$ cat src/rtl/alu_pkg.sv
// Shared definitions for the ALU op sequencer: ALU function codes, FSM states
// and a decode helper.
package alu_pkg;

  localparam logic [2:0] FS_ADD = 3'b000;
  localparam logic [2:0] FS_SUB = 3'b001;
  localparam logic [2:0] FS_SRA = 3'b010;
  localparam logic [2:0] FS_SRL = 3'b011;
  localparam logic [2:0] FS_SLL = 3'b100;
  localparam logic [2:0] FS_AND = 3'b101;
  localparam logic [2:0] FS_OR  = 3'b110;
  localparam logic [2:0] FS_NOP = 3'b111;

  typedef enum logic [1:0] {
    IDLE  = 2'd0,
    EXEC  = 2'd1,
    SHIFT = 2'd2,
    DONE  = 2'd3
  } state_t;

  function automatic logic is_shift(input logic [2:0] fs);
    return (fs == FS_SRA) || (fs == FS_SRL) || (fs == FS_SLL);
  endfunction

endpackage

$ cat src/rtl/alu_op_sequencer_if.sv
// Command, response and ALU-side signal bundle of the sequencer.
// slave is the sequencer's view; master is the surrounding system's view.
interface alu_op_sequencer_if #(
  parameter int WIDTH = 8
);

  logic             cmd_valid;
  logic             cmd_ready;
  logic [2:0]       cmd_fs;
  logic [WIDTH-1:0] cmd_a;
  logic [WIDTH-1:0] cmd_b;

  logic             rsp_valid;
  logic             rsp_ready;
  logic [WIDTH-1:0] rsp_y;
  logic             rsp_c;
  logic             rsp_z;
  logic             rsp_err;

  logic [2:0]       alu_fs;
  logic [WIDTH-1:0] alu_a;
  logic [WIDTH-1:0] alu_b;
  logic [WIDTH-1:0] alu_y;
  logic             alu_c;

  logic             busy;

  modport slave (
    input  cmd_valid, cmd_fs, cmd_a, cmd_b, rsp_ready, alu_y, alu_c,
    output cmd_ready, rsp_valid, rsp_y, rsp_c, rsp_z, rsp_err,
           alu_fs, alu_a, alu_b, busy
  );

  modport master (
    output cmd_valid, cmd_fs, cmd_a, cmd_b, rsp_ready, alu_y, alu_c,
    input  cmd_ready, rsp_valid, rsp_y, rsp_c, rsp_z, rsp_err,
           alu_fs, alu_a, alu_b, busy
  );

endinterface

$ cat src/rtl/alu_shift_counter.sv
// Loadable down-counter tracking remaining 1-bit shift steps; o_last flags
// the final step.
module alu_shift_counter #(
  parameter int W = 3
) (
  input  logic         clk,
  input  logic         reset,
  input  logic         i_load,
  input  logic [W-1:0] i_value,
  input  logic         i_dec,
  output logic         o_last
);

  logic [W-1:0] r_count;

  always_ff @(posedge clk) begin
    if (reset) begin
      r_count <= '0;
    end else if (i_load) begin
      r_count <= i_value;
    end else if (i_dec && (r_count != '0)) begin
      r_count <= r_count - W'(1);
    end
  end

  assign o_last = (r_count == W'(1));

endmodule

$ cat src/rtl/alu_op_sequencer.sv
// Multi-cycle sequencer in front of a single-cycle ALU; shifts by N are run
// as N back-to-back 1-bit ALU shifts.
module alu_op_sequencer
  import alu_pkg::*;
#(
  parameter int WIDTH   = 8,
  parameter int SHAMT_W = 3
) (
  input logic              clk,
  input logic              reset,
  alu_op_sequencer_if.slave bus
);

  state_t             r_state;
  logic               r_rsp_valid;
  logic [WIDTH-1:0]   r_rsp_y;
  logic               r_rsp_c;
  logic               r_rsp_z;
  logic               r_rsp_err;
  logic [2:0]         r_alu_fs;
  logic [WIDTH-1:0]   r_alu_a;
  logic [WIDTH-1:0]   r_alu_b;

  logic [SHAMT_W-1:0] w_amt;
  logic               w_load;
  logic               w_last;

  assign w_amt  = bus.cmd_b[SHAMT_W-1:0];
  assign w_load = (r_state == IDLE) && bus.cmd_valid && is_shift(bus.cmd_fs)
                  && (w_amt != '0);

  alu_shift_counter #(.W(SHAMT_W)) u_cnt (
    .clk     (clk),
    .reset   (reset),
    .i_load  (w_load),
    .i_value (w_amt),
    .i_dec   (r_state == SHIFT),
    .o_last  (w_last)
  );

  // r_alu_a doubles as the shift accumulator while in SHIFT.
  always_ff @(posedge clk) begin
    if (reset) begin
      r_state     <= IDLE;
      r_rsp_valid <= 1'b0;
      r_rsp_y     <= '0;
      r_rsp_c     <= 1'b0;
      r_rsp_z     <= 1'b1;
      r_rsp_err   <= 1'b0;
      r_alu_fs    <= FS_NOP;
      r_alu_a     <= '0;
      r_alu_b     <= '0;
    end else begin
      case (r_state)
        IDLE: begin
          if (bus.cmd_valid) begin
            if (bus.cmd_fs == FS_NOP) begin
              r_rsp_y     <= '0;
              r_rsp_c     <= 1'b0;
              r_rsp_z     <= 1'b1;
              r_rsp_err   <= 1'b1;
              r_rsp_valid <= 1'b1;
              r_state     <= DONE;
            end else if (is_shift(bus.cmd_fs)) begin
              if (w_amt == '0) begin
                r_rsp_y     <= bus.cmd_a;
                r_rsp_c     <= 1'b0;
                r_rsp_z     <= (bus.cmd_a == '0);
                r_rsp_valid <= 1'b1;
                r_state     <= DONE;
              end else begin
                r_alu_fs <= bus.cmd_fs;
                r_alu_a  <= bus.cmd_a;
                r_alu_b  <= '0;
                r_state  <= SHIFT;
              end
            end else begin
              r_alu_fs <= bus.cmd_fs;
              r_alu_a  <= bus.cmd_a;
              r_alu_b  <= bus.cmd_b;
              r_state  <= EXEC;
            end
          end
        end
        EXEC: begin
          r_rsp_y     <= bus.alu_y;
          r_rsp_c     <= bus.alu_c;
          r_rsp_z     <= (bus.alu_y == '0);
          r_rsp_valid <= 1'b1;
          r_alu_fs    <= FS_NOP;
          r_alu_a     <= '0;
          r_alu_b     <= '0;
          r_state     <= DONE;
        end
        SHIFT: begin
          r_alu_a <= bus.alu_y;
          r_rsp_c <= bus.alu_c;
          if (w_last) begin
            r_rsp_y     <= bus.alu_y;
            r_rsp_z     <= (bus.alu_y == '0);
            r_rsp_valid <= 1'b1;
            r_alu_fs    <= FS_NOP;
            r_alu_a     <= '0;
            r_state     <= DONE;
          end
        end
        DONE: begin
          if (bus.rsp_ready) begin
            r_rsp_valid <= 1'b0;
            r_rsp_err   <= 1'b0;
            r_state     <= IDLE;
          end
        end
        default: r_state <= IDLE;
      endcase
    end
  end

  assign bus.cmd_ready = (r_state == IDLE);
  assign bus.busy      = (r_state != IDLE);
  assign bus.rsp_valid = r_rsp_valid;
  assign bus.rsp_y     = r_rsp_y;
  assign bus.rsp_c     = r_rsp_c;
  assign bus.rsp_z     = r_rsp_z;
  assign bus.rsp_err   = r_rsp_err;
  assign bus.alu_fs    = r_alu_fs;
  assign bus.alu_a     = r_alu_a;
  assign bus.alu_b     = r_alu_b;

endmodule

$ cat src/flat_wrapper.sv
// flat-port wrapper written by rule: the top's interface ports become plain ports
module alu_op_sequencer_flat import alu_pkg::*;
#(
  parameter int WIDTH   = 8,
  parameter int SHAMT_W = 3
)
  (clk, reset, bus_cmd_valid, bus_cmd_fs, bus_cmd_a, bus_cmd_b, bus_rsp_ready, bus_alu_y, bus_alu_c, bus_cmd_ready, bus_rsp_valid, bus_rsp_y, bus_rsp_c, bus_rsp_z, bus_rsp_err, bus_alu_fs, bus_alu_a, bus_alu_b, bus_busy);
  alu_op_sequencer_if #(.WIDTH(WIDTH)) bus_i ();
  input logic clk;
  input logic reset;
  input wire logic [$bits(bus_i.cmd_valid)-1:0] bus_cmd_valid;
  input wire logic [$bits(bus_i.cmd_fs)-1:0] bus_cmd_fs;
  input wire logic [$bits(bus_i.cmd_a)-1:0] bus_cmd_a;
  input wire logic [$bits(bus_i.cmd_b)-1:0] bus_cmd_b;
  input wire logic [$bits(bus_i.rsp_ready)-1:0] bus_rsp_ready;
  input wire logic [$bits(bus_i.alu_y)-1:0] bus_alu_y;
  input wire logic [$bits(bus_i.alu_c)-1:0] bus_alu_c;
  output wire logic [$bits(bus_i.cmd_ready)-1:0] bus_cmd_ready;
  output wire logic [$bits(bus_i.rsp_valid)-1:0] bus_rsp_valid;
  output wire logic [$bits(bus_i.rsp_y)-1:0] bus_rsp_y;
  output wire logic [$bits(bus_i.rsp_c)-1:0] bus_rsp_c;
  output wire logic [$bits(bus_i.rsp_z)-1:0] bus_rsp_z;
  output wire logic [$bits(bus_i.rsp_err)-1:0] bus_rsp_err;
  output wire logic [$bits(bus_i.alu_fs)-1:0] bus_alu_fs;
  output wire logic [$bits(bus_i.alu_a)-1:0] bus_alu_a;
  output wire logic [$bits(bus_i.alu_b)-1:0] bus_alu_b;
  output wire logic [$bits(bus_i.busy)-1:0] bus_busy;
  assign bus_i.cmd_valid = bus_cmd_valid;
  assign bus_i.cmd_fs = bus_cmd_fs;
  assign bus_i.cmd_a = bus_cmd_a;
  assign bus_i.cmd_b = bus_cmd_b;
  assign bus_i.rsp_ready = bus_rsp_ready;
  assign bus_i.alu_y = bus_alu_y;
  assign bus_i.alu_c = bus_alu_c;
  assign bus_cmd_ready = bus_i.cmd_ready;
  assign bus_rsp_valid = bus_i.rsp_valid;
  assign bus_rsp_y = bus_i.rsp_y;
  assign bus_rsp_c = bus_i.rsp_c;
  assign bus_rsp_z = bus_i.rsp_z;
  assign bus_rsp_err = bus_i.rsp_err;
  assign bus_alu_fs = bus_i.alu_fs;
  assign bus_alu_a = bus_i.alu_a;
  assign bus_alu_b = bus_i.alu_b;
  assign bus_busy = bus_i.busy;
  alu_op_sequencer #(.WIDTH(WIDTH), .SHAMT_W(SHAMT_W)) u_core (.clk(clk), .reset(reset), .bus(bus_i));
endmodule
$ cat config.mk
export PLATFORM = sky130hd
export DESIGN_NAME = alu_op_sequencer_flat
export DESIGN_NICKNAME = d
export VERILOG_FILES = /design/src/rtl/alu_pkg.sv /design/src/rtl/alu_op_sequencer_if.sv /design/src/rtl/alu_shift_counter.sv /design/src/rtl/alu_op_sequencer.sv /design/src/flat_wrapper.sv
export SDC_FILE = /design/constraint.sdc
export NUM_CORES = 1
export LEC_CHECK = 0
export CAP_MARGIN = 10
export CELL_PAD_IN_SITES_DETAIL_PLACEMENT = 1
export CELL_PAD_IN_SITES_GLOBAL_PLACEMENT = 2
export CORE_UTILIZATION = 25
export DETAILED_ROUTE_END_ITERATION = 8
export PLACE_DENSITY_LB_ADDON = 0.1
export RECOVER_POWER = 25
export SYNTH_ARGS = -nofsm -noshare
export SYNTH_HDL_FRONTEND = slang
export SYNTH_SLANG_ARGS = --single-unit
$ cat constraint.sdc
create_clock -name clk -period 1.81 [get_ports clk]
set_input_delay 0.362 -clock clk [delete_from_list [all_inputs] [get_ports clk]]
set_output_delay 0.362 -clock clk [all_outputs]
set_load 0.005 [all_outputs]
Yosys cells after proc, flatten, opt, wreduce, memory -nomap -nowiden
Index checks and enable logic that the tools add are counted.
{ "op_classes": {"addsub": 1, "reduce_logical": 27, "muxes": 53, "eq_ne": 16} }
{ "ops": {"columns": ["op", "n"], "rows": [
  ["$mux 8", 14],
  ["$pmux 8 s3", 2],
  ["$mux 3", 7],
  ["$mux 1", 18],
  ["$logic_not 8->1", 2],
  ["$pmux 8 s2", 1],
  ["$reduce_and 4->1", 4],
  ["$reduce_and 5->1", 3],
  ["$mux 2", 5],
  ["$reduce_bool 2->1", 5],
  ["$pmux 3 s3", 1],
  ["$reduce_bool 3->1", 3],
  ["$pmux 2 s4", 1],
  ["$eq 3x2->1 const B", 2],
  ["$eq 3x3->1 const B", 2],
  ["$ne 2x2->1 const B", 3],
  ["$ne 3x1->1 const B", 2],
  ["$eq 2x2->1 const B", 2],
  ["$logic_and 1x1->1", 4],
  ["$ne 2x1->1 const B", 2],
  ["$pmux 1 s2", 2],
  ["$pmux 1 s4", 1],
  ["$eq 3x1->1 const B", 1],
  ["$logic_not 3->1", 1],
  ["other kinds (8)", 9]
]} }
{ "word_totals": {"elab_cells": 107, "in_bits": 32, "register_bits": 36, "out_inout_bits": 33} }

Depth between registers and ports, before layout
Gate-level depths: netlist (run 1).
{ "logic_depth": {"word_depth": 7, "ltp_mapped": 7, "depth_no_buf": 6} }

By module
Synthesis (run 1) repeated with hierarchy kept, for this count alone.
{ "hier_totals": {"cells_unflattened": 248, "area_unflattened_um2": 2212.1} }
{ "by_module_without_submodules": {"columns": ["mod", "instances", "seq_area_each_um2", "area_each_um2", "cells_per_inst"], "rows": [
  ["alu_op_sequencer", 1, 660.6, 1969.4, 223],
  ["alu_shift_counter", 1, 60.1, 242.7, 25]
]} }

Least setup slack after synthesis (run 1)
No wires, ideal clock.
{ "synth_path": {"path_type": "register to register", "start": "register u_core.r_state[0]", "end": "register u_core.r_rsp_y[0] (netlist: u_core.bus.rsp_y[0])", "t_required_ns": 1.689, "n_path_buf": 1, "setup_time_ns": 0.121, "path_stages_with_launch": 8, "path_slack_ns": 0.020, "arrival_ns": 1.670, "period_less_slack_ns": 1.790, "cell_sequence": "dfxtp_1 > inv_1 > ha_1 > clkbuf_2 > nor2b_1 > a21oi_1 > o211ai_4 > mux2_2"} }
{ "synth_via": {"elab_chain_cells": 3, "elab_cells_between_ends": 10, "cone_classes": "eq/ne (6); mux (1); reduce/logical (3)"} }
{ "synth_lines": {"columns": ["element", "line", "source"], "rows": [
  ["start: declaration", "alu_op_sequencer.sv:14", "state_t r_state;"],
  ["start signal: assignment", "alu_op_sequencer.sv:44", "r_state <= IDLE;"],
  ["start signal: assignment", "alu_op_sequencer.sv:63", "r_state <= DONE;"],
  ["start signal: assignment", "alu_op_sequencer.sv:70", "r_state <= DONE;"],
  ["$logic_not 2->1 (*)", null, null],
  ["named net bus_cmd_ready", "flat_wrapper.sv:18", "output wire logic [$bits(bus_i.cmd_ready)-1:0] bus_cmd_ready;"],
  ["$ne 3x1->1 (no line) (tied with other cells)", null, null],
  ["$reduce_and 5->1 (no line)", null, null],
  ["end signal: assignment", "alu_op_sequencer.sv:66", "r_rsp_y <= bus.cmd_a;"],
  ["end signal: assignment", "alu_op_sequencer.sv:86", "r_rsp_y <= bus.alu_y;"],
  ["end signal: assignment", "alu_op_sequencer.sv:99", "r_rsp_y <= bus.alu_y;"],
  ["end: declaration", "alu_op_sequencer.sv:16", "logic [WIDTH-1:0] r_rsp_y;"]
]} }
The timed path passes the listed nets; every way through them passes the cells marked *.
A chain may end at the register's enable or synchronous reset.

Worst setup path after layout (run 1)
{ "layout_path": {"start": "input port bus_cmd_valid", "end": "register u_core.r_alu_b[3] (netlist: u_core.bus.alu_b[3])"} }
{ "layout_via": {"elab_chain_cells": 2} }
{ "layout_lines": {"columns": ["element", "line", "source"], "rows": [
  ["start: declaration", "flat_wrapper.sv:11", "input wire logic [$bits(bus_i.cmd_valid)-1:0] bus_cmd_valid;"],
  ["$ne 2x2->1 (no line)", null, null],
  ["$reduce_and 4->1 (no line)", null, null],
  ["end signal: assignment", "alu_op_sequencer.sv:80", "r_alu_b <= bus.cmd_b;"],
  ["end: declaration", "alu_op_sequencer.sv:22", "logic [WIDTH-1:0] r_alu_b;"]
]} }
No other way between the ends.

==> impl_results.md, run 1 <==
- Status: finished, final reports clean
- Syn_nets: 268
- CTS max path bufs: 2
- Tcrit/Tclk final: 0.963
- Number of flops mapped to enable cells by yosys: 0
- Setup TNS: 0 ns
- H-tree depth: 2
- Synth area leader: dfxtp_1
- Syn avg cell area: 9.18 um2
- Min cycle time layout: 1.74 ns
- Core Region: 8180 um2
- Final hold vios: 0
- Crit path arrival time: 1.97 ns
- Multi-input logic area: 1350 um2
- Ys Warns: 0
- Hold crit path type: reg2reg
- Critical path launch point type: input port
- Vias in the first global route: 2012
- Crit-path max FO: 8
- Die area: 8740 um2
- Worst-path clk slew: 0.07 ns
- Worst setup margin: between 0.06 and 0.07 ns
- Max-slew violation count: 0
- IO Pins: 65
- Final wirelength: 6630 um
- Port Buf Inserts: 64
- Layout cells sized above 1: 0.253
- ANT cells: 0
- Seq cells post-synth: 36
- Num CTS Buffers: 5
- CTS root buffer: clkbuf_8
- Asr flop ratio synth: 0
- Top FF cell, synth: dfxtp_1
- Area share of the largest cell type after synthesis: 0.344
- Area of the mapped netlist: 2090 um2
- Power per cell area: 1410 nW/um2
- Clock latency on the worst-skew pair: between 0.2 and 0.3 ns
- Placer Congestion: 0.776
- Die height: between 90 and 100 um
- Final Core Density: 0.403
- # Max-Cap Violations: 0
- Non-filler instance count after layout: 433
- DP HPWL: 5060 um
- Max VDD drop: between 0.0005 and 0.0006 V
- Synth top cells by count: dfxtp_1 (36), nor2b_1 (27), nor2_1 (24)
- Clk_skew: 0.0126 ns
- Hold WS: 0.462 ns
- DR iter-0 viols: 75
- CTS tree: done
- Design area: 3300 um2
- # rows: 33
- Post-Syn Instances: about 230
- CP Capture Type: register
- WP data required: roughly 2.0 ns
- Global Route Usage Sum: 0.160
- Worst slack at placement: -0.480 ns
- Initial antenna violation count: 0
- First-pass GRT wire length: 10700 um
- Grt total ovfl: 0
- Hold Path Stages: 2
- Fillers: 954
- First drt pass iteration count: 4
- Largest net degree at the start of global routing: 48
- Final setup fails: 0
- Placed cell count: 422
- Die W: approximately 94 um
- Total number of vias: 2034
- Reg2reg path depth: 7
- Starting Density: 0.256
- Placed instance area: 3130 um2
- Max Clk Rate: 0.573 GHz
- Layout Nets: 367
- Final ANT Viol Nets: 0
- Post-synthesis sequential area ratio: 0.344
- Area contributors post-synth: dfxtp_1 (34%), mux2_2 (8.6%), nor2b_1 (8.1%), ha_1 (4.8%), nor2_1 (4.3%)
- Synth cell types: 52
- Power, Total: 4.64 mW
- Area occupied by registers: 723 um2
- Crit path kind: in2reg
- LEAKAGE: 1.35 nW
- # DRC: 0
- Vias per inst: 4.70
- Unrepaired setup endpoints after global routing: false
- Area grow syn2layout: 57.6%
- Top-count cell post-synth: dfxtp_1
- Relative slew margins: 0.713
- Worst slew pin tran: 0.431 ns
- WL per Instance: 15.3 um
- Clk sink count: 36
power by group:
group / internal (mW) / leakage [nW] / switching (mW)
Sequential: 1.06 / 0.295 / 0.143
Combinational: 1.56 / 1.01 / 1.27
Clock: 0.311 / 0.0455 / 0.295
cell type report:
class	count	share of cell area
inverters	8	0.00910
flip-flops and latches	36	0.219
multi-input cells	173	0.410
clock buffers	8	0.0273
repair buffers	103	0.295
well taps	105	0.0398
registers in the layout, indices dropped and copies added, names as in the netlist:
name,flops
u_core.bus.alu_a,8
u_core.bus.alu_b,8
u_core.bus.rsp_y,8
u_core.bus.alu_fs,3
u_core.u_cnt.r_count,3
u_core.r_state,2
u_core.bus.rsp_c,1
u_core.bus.rsp_err,1
u_core.bus.rsp_valid,1
u_core.bus.rsp_z,1
kinds of logic after synthesis:
group / after synthesis / share of synthesized area
xor+xnor: 2 / 0.00837
flops: 36 / 0.344
simple gates: 84 / 0.220
compound gates: 57 / 0.233
fa+ha+maj: 8 / 0.0478
mux: 21 / 0.110
buf+inv: 20 / 0.0371
worst max-delay path, cell delays in order:
cell	delay [ns]
clkdlybuf4s50_1	0.57
nand2_1	0.18
or4_1	0.46
a21oi_2	0.14
buf_6	0.14
a22o_1	0.12
metal layers:
layer  track usage  routed length [um]  vias to the layer above
met5             0                   0                        -
met2         0.233                2760                       34
li1              -                   -                     1037
met4        0.0346                  43                        0
met3        0.0285                 183                        4
met1         0.243                3650                      959
cells in the final DEF (no fill, tap or decap), drive strengths merged, types with 2 or more instances in the layout:
master	synthesis	routed
a22oi	8	8
dlygate4sd2	0	7
inv	8	8
o211ai	3	4
a22o	8	8
nor3	6	6
nor2	24	24
nor4	4	4
a221oi	2	2
dlygate4sd3	0	17
a21boi	2	2
nand2	7	7
buf	2	39
a41oi	8	8
mux2i	5	5
nand3	4	4
mux2	16	16
nor3b	2	2
dfxtp	36	36
nor2b	27	27
a211oi	3	3
a21oi	11	11
ha	8	8
nand2b	4	4
clkdlybuf4s50	0	39
clkbuf	10	8
worst paths after layout:
path	to	slack, ns	start
setup / recovery	u_core.bus.alu_b[3]$_SDFFE_PP0P_	0.07	bus_cmd_valid
hold / removal	u_core.bus.rsp_c$_SDFFE_PP0P_	0.46	u_core.bus.rsp_c$_SDFFE_PP0P_
setup reg to reg	u_core.bus.rsp_y[7]$_SDFFE_PP0P_	0.11	u_core.r_state[1]$_SDFFE_PP0P_
hold reg to reg	u_core.bus.rsp_c$_SDFFE_PP0P_	0.46	u_core.bus.rsp_c$_SDFFE_PP0P_
what timing repair did:
item	in CTS	in global routing
gates cloned	1	0
endpoints found under the hold margin	0	0
pin swaps	6	2
buffers inserted	2	0
setup endpoints to repair	29	22
resized for setup	16	7
hold buffers	0	0
Note: power is estimated with default switching activity, not from simulation.
==> inputs of run 2 (changes only) <==
- SETUP_SLACK_MARGIN: unset -> 0.2
==> impl_results.md, run 2 (synthesis results as in run 1) <==
- Final setup fails: 0 (unchanged)
- Num CTS Buffers: 5 (unchanged)
- Crit path kind: reg2reg
- Starting Density: 0.256 (unchanged)
- First-pass GRT wire length: 11200 um (+4.3%)
- Largest net degree at the start of global routing: 23 (-52%)
- Met3 GRT Util: 0.0317 (+0.00325)
- Core Region: 8180 um2 (unchanged)
- Final ANT Viol Nets: 0 (unchanged)
- Unrepaired setup endpoints after global routing: true
- Die W: 93.5 um (unchanged)
- Initial antenna violation count: 0 (unchanged)
- ANT cells: 0 (unchanged)
- Port Buf Inserts: 64 (unchanged)
- Vias per inst: 4.66 (-0.80%)
- Busiest layer in global routing: met2
- Hold crit path type: in2reg
- Total number of vias: 2083 (+2.4%)
- DP HPWL: 5210 um (+3.0%)
- Clk sink count: 36 (unchanged)
- Relative slew margins: 0.777 (+0.0647)
- # rows: 33 (unchanged)
- CTS root buffer: clkbuf_8
- Grt total ovfl: 0 (unchanged)
- # Max-Cap Violations: 0 (unchanged)
- Reg2reg start: u_core.r_state[0]$_SDFFE_PP0P_
- Layout Nets: 382 (+4.1%)
- Crit-path max FO: 8 (unchanged)
- Die height: 93.5 um (unchanged)
- Most frequent cells in the layout: buf_4 (50), clkdlybuf4s50_1 (42), dfxtp_1 (34)
- Status: finished, final reports clean
- Layout cells sized above 1: 0.357 (+0.104)
- Worst Hold Launch: bus_cmd_b[1]
- DR iter-0 viols: 40 (-47%)
- Worst-path clk slew: 0.08 ns (about the same)
- H-tree depth: 2 (unchanged)
- Final hold vios: 0 (unchanged)
- Met2 Track Usage GR: 0.255 (+0.0221)
- Power, Total: 5.06 mW (+9.1%)
- Clock latency on the worst-skew pair: 0.29 ns (about the same)
- Area grow syn2layout: 68.2%
- Clk_skew: 0.0116 ns (-0.00103 ns)
- Tcrit/Tclk final: 0.919 (-0.0442)
- Max VDD drop: 0.000477 V (-9.2%)
- LEAKAGE: 1.42 nW (+4.7%)
- Placer Congestion: 0.780 (+0.54%)
- Crit path arrival time: 1.89 ns (-0.08 ns)
- Max Clk Rate: 0.601 GHz (+4.8%)
- Power per cell area: 1440 nW/um2 (+2.2%)
- M1 GR Usage: 0.245 (+0.00225)
- IO Pins: 65 (unchanged)
- Worst slew pin tran: 0.333 ns (-0.0977 ns)
- WL per Instance: 15.8 um (+3.1%)
- CP Capture Type: register
- Vias in the first global route: 2080 (+3.4%)
- CTS hold repair buffers: 0 (unchanged)
- WP data required: 2.03 ns (about the same)
- Min cycle time layout: 1.66 ns (-0.0800 ns)
- CTS max path bufs: 2 (unchanged)
- Final wirelength: 7060 um (+6.4%)
- CTS tree: done
- First drt pass iteration count: 4 (unchanged)
- Placed cell count: 420 (-0.47%)
- Non-filler instance count after layout: 447 (+3.2%)
- Die area: 8740 um2 (unchanged)
- # DRC: 0 (unchanged)
- Max-slew violation count: 0 (unchanged)
- Global Route Usage Sum: 0.168 (+0.00779)
- Most common library cell in the layout ignoring fill and taps: buf_4
- Worst setup path startpoint: u_core.r_state[0]$_SDFFE_PP0P_
- Critical path launch point type: register
[run 2: changes by cell type in the layout (fill, tap and decap cells not counted), sizes merged]
cell	previous run	this run
clkbuf	8	10
dlygate4sd3	17	13
clkdlybuf4s50	39	42
dlygate4sd2	7	3
buf	39	56
dlymetal6s2s	1	0
clkinv	0	1
[run 2: layout make-up]
type / count / area (um2)
fillers: 937 / 4650
multi-input cells: 173 / 1500
repair buffers: 118 / 1050
flip-flops and latches: 36 / 728
well taps: 105 / 131
clock buffers: 6 / 72.6
inverters: 8 / 37.5
clock inverters: 1 / 5.00
[run 2: final timing paths]
path	to	slack [ns]	cells after the start
min	u_core.bus.alu_b[1]$_SDFFE_PP0P_	0.38	2
max	u_core.bus.alu_b[4]$_SDFFE_PP0P_	0.15	6
max reg2reg	u_core.bus.alu_b[4]$_SDFFE_PP0P_	0.15	6
min reg2reg	u_core.bus.rsp_c$_SDFFE_PP0P_	0.46	2
[run 2: stage by stage]
stage | setup slack, ns | cell area (um2) | util | setup TNS [ns] | hold slack (ns)
final | 0.146 | 3520 | 0.431 | 0 | 0.382
after global routing | 0.0462 | 3520 | 0.431 | 0 | 0.371
after CTS | 0.0924 | 3400 | 0.416 | 0 | 0.471
after detailed placement | -0.400 | 3130 | 0.383 | -11.10 | 0.462
after global placement | -0.382 | 3130 | 0.383 | -10.46 | 0.449
after floorplan | 0.177 | 2160 | - | 0 | 0.454
[run 2: power by group]
part	total, mW	leakage (nW)	internal (mW)	switching (mW)
clock	0.551	0.0410	0.262	0.289
combinational	3.30	1.08	1.83	1.47
sequential	1.21	0.296	1.06	0.150
[run 2: critical path: stages, from the launching register on]
cell     delay (ns)
dfxtp_4        0.36
inv_4          0.06
ha_4           0.17
nand2_4        0.06
or4_4          0.54
a21oi_4        0.25
a22o_1         0.16
[run 2: metal layers]
metal,up-vias,wire length [um]
li1,1065,-
met1,985,3610
met2,31,3210
met3,2,206
met4,0,30
met5,-,0
[run 2: what timing repair did]
| action | 4_1_cts | 5_1_grt |
|---|---|---|
| endpoints found under the setup margin | 37 | 32 |
| endpoints found under the hold margin | 0 | 0 |
| gates cloned | 1 | 0 |
| setup buffers | 14 | 5 |
| pin swaps | 15 | 13 |
| gates resized for setup | 36 | 27 |
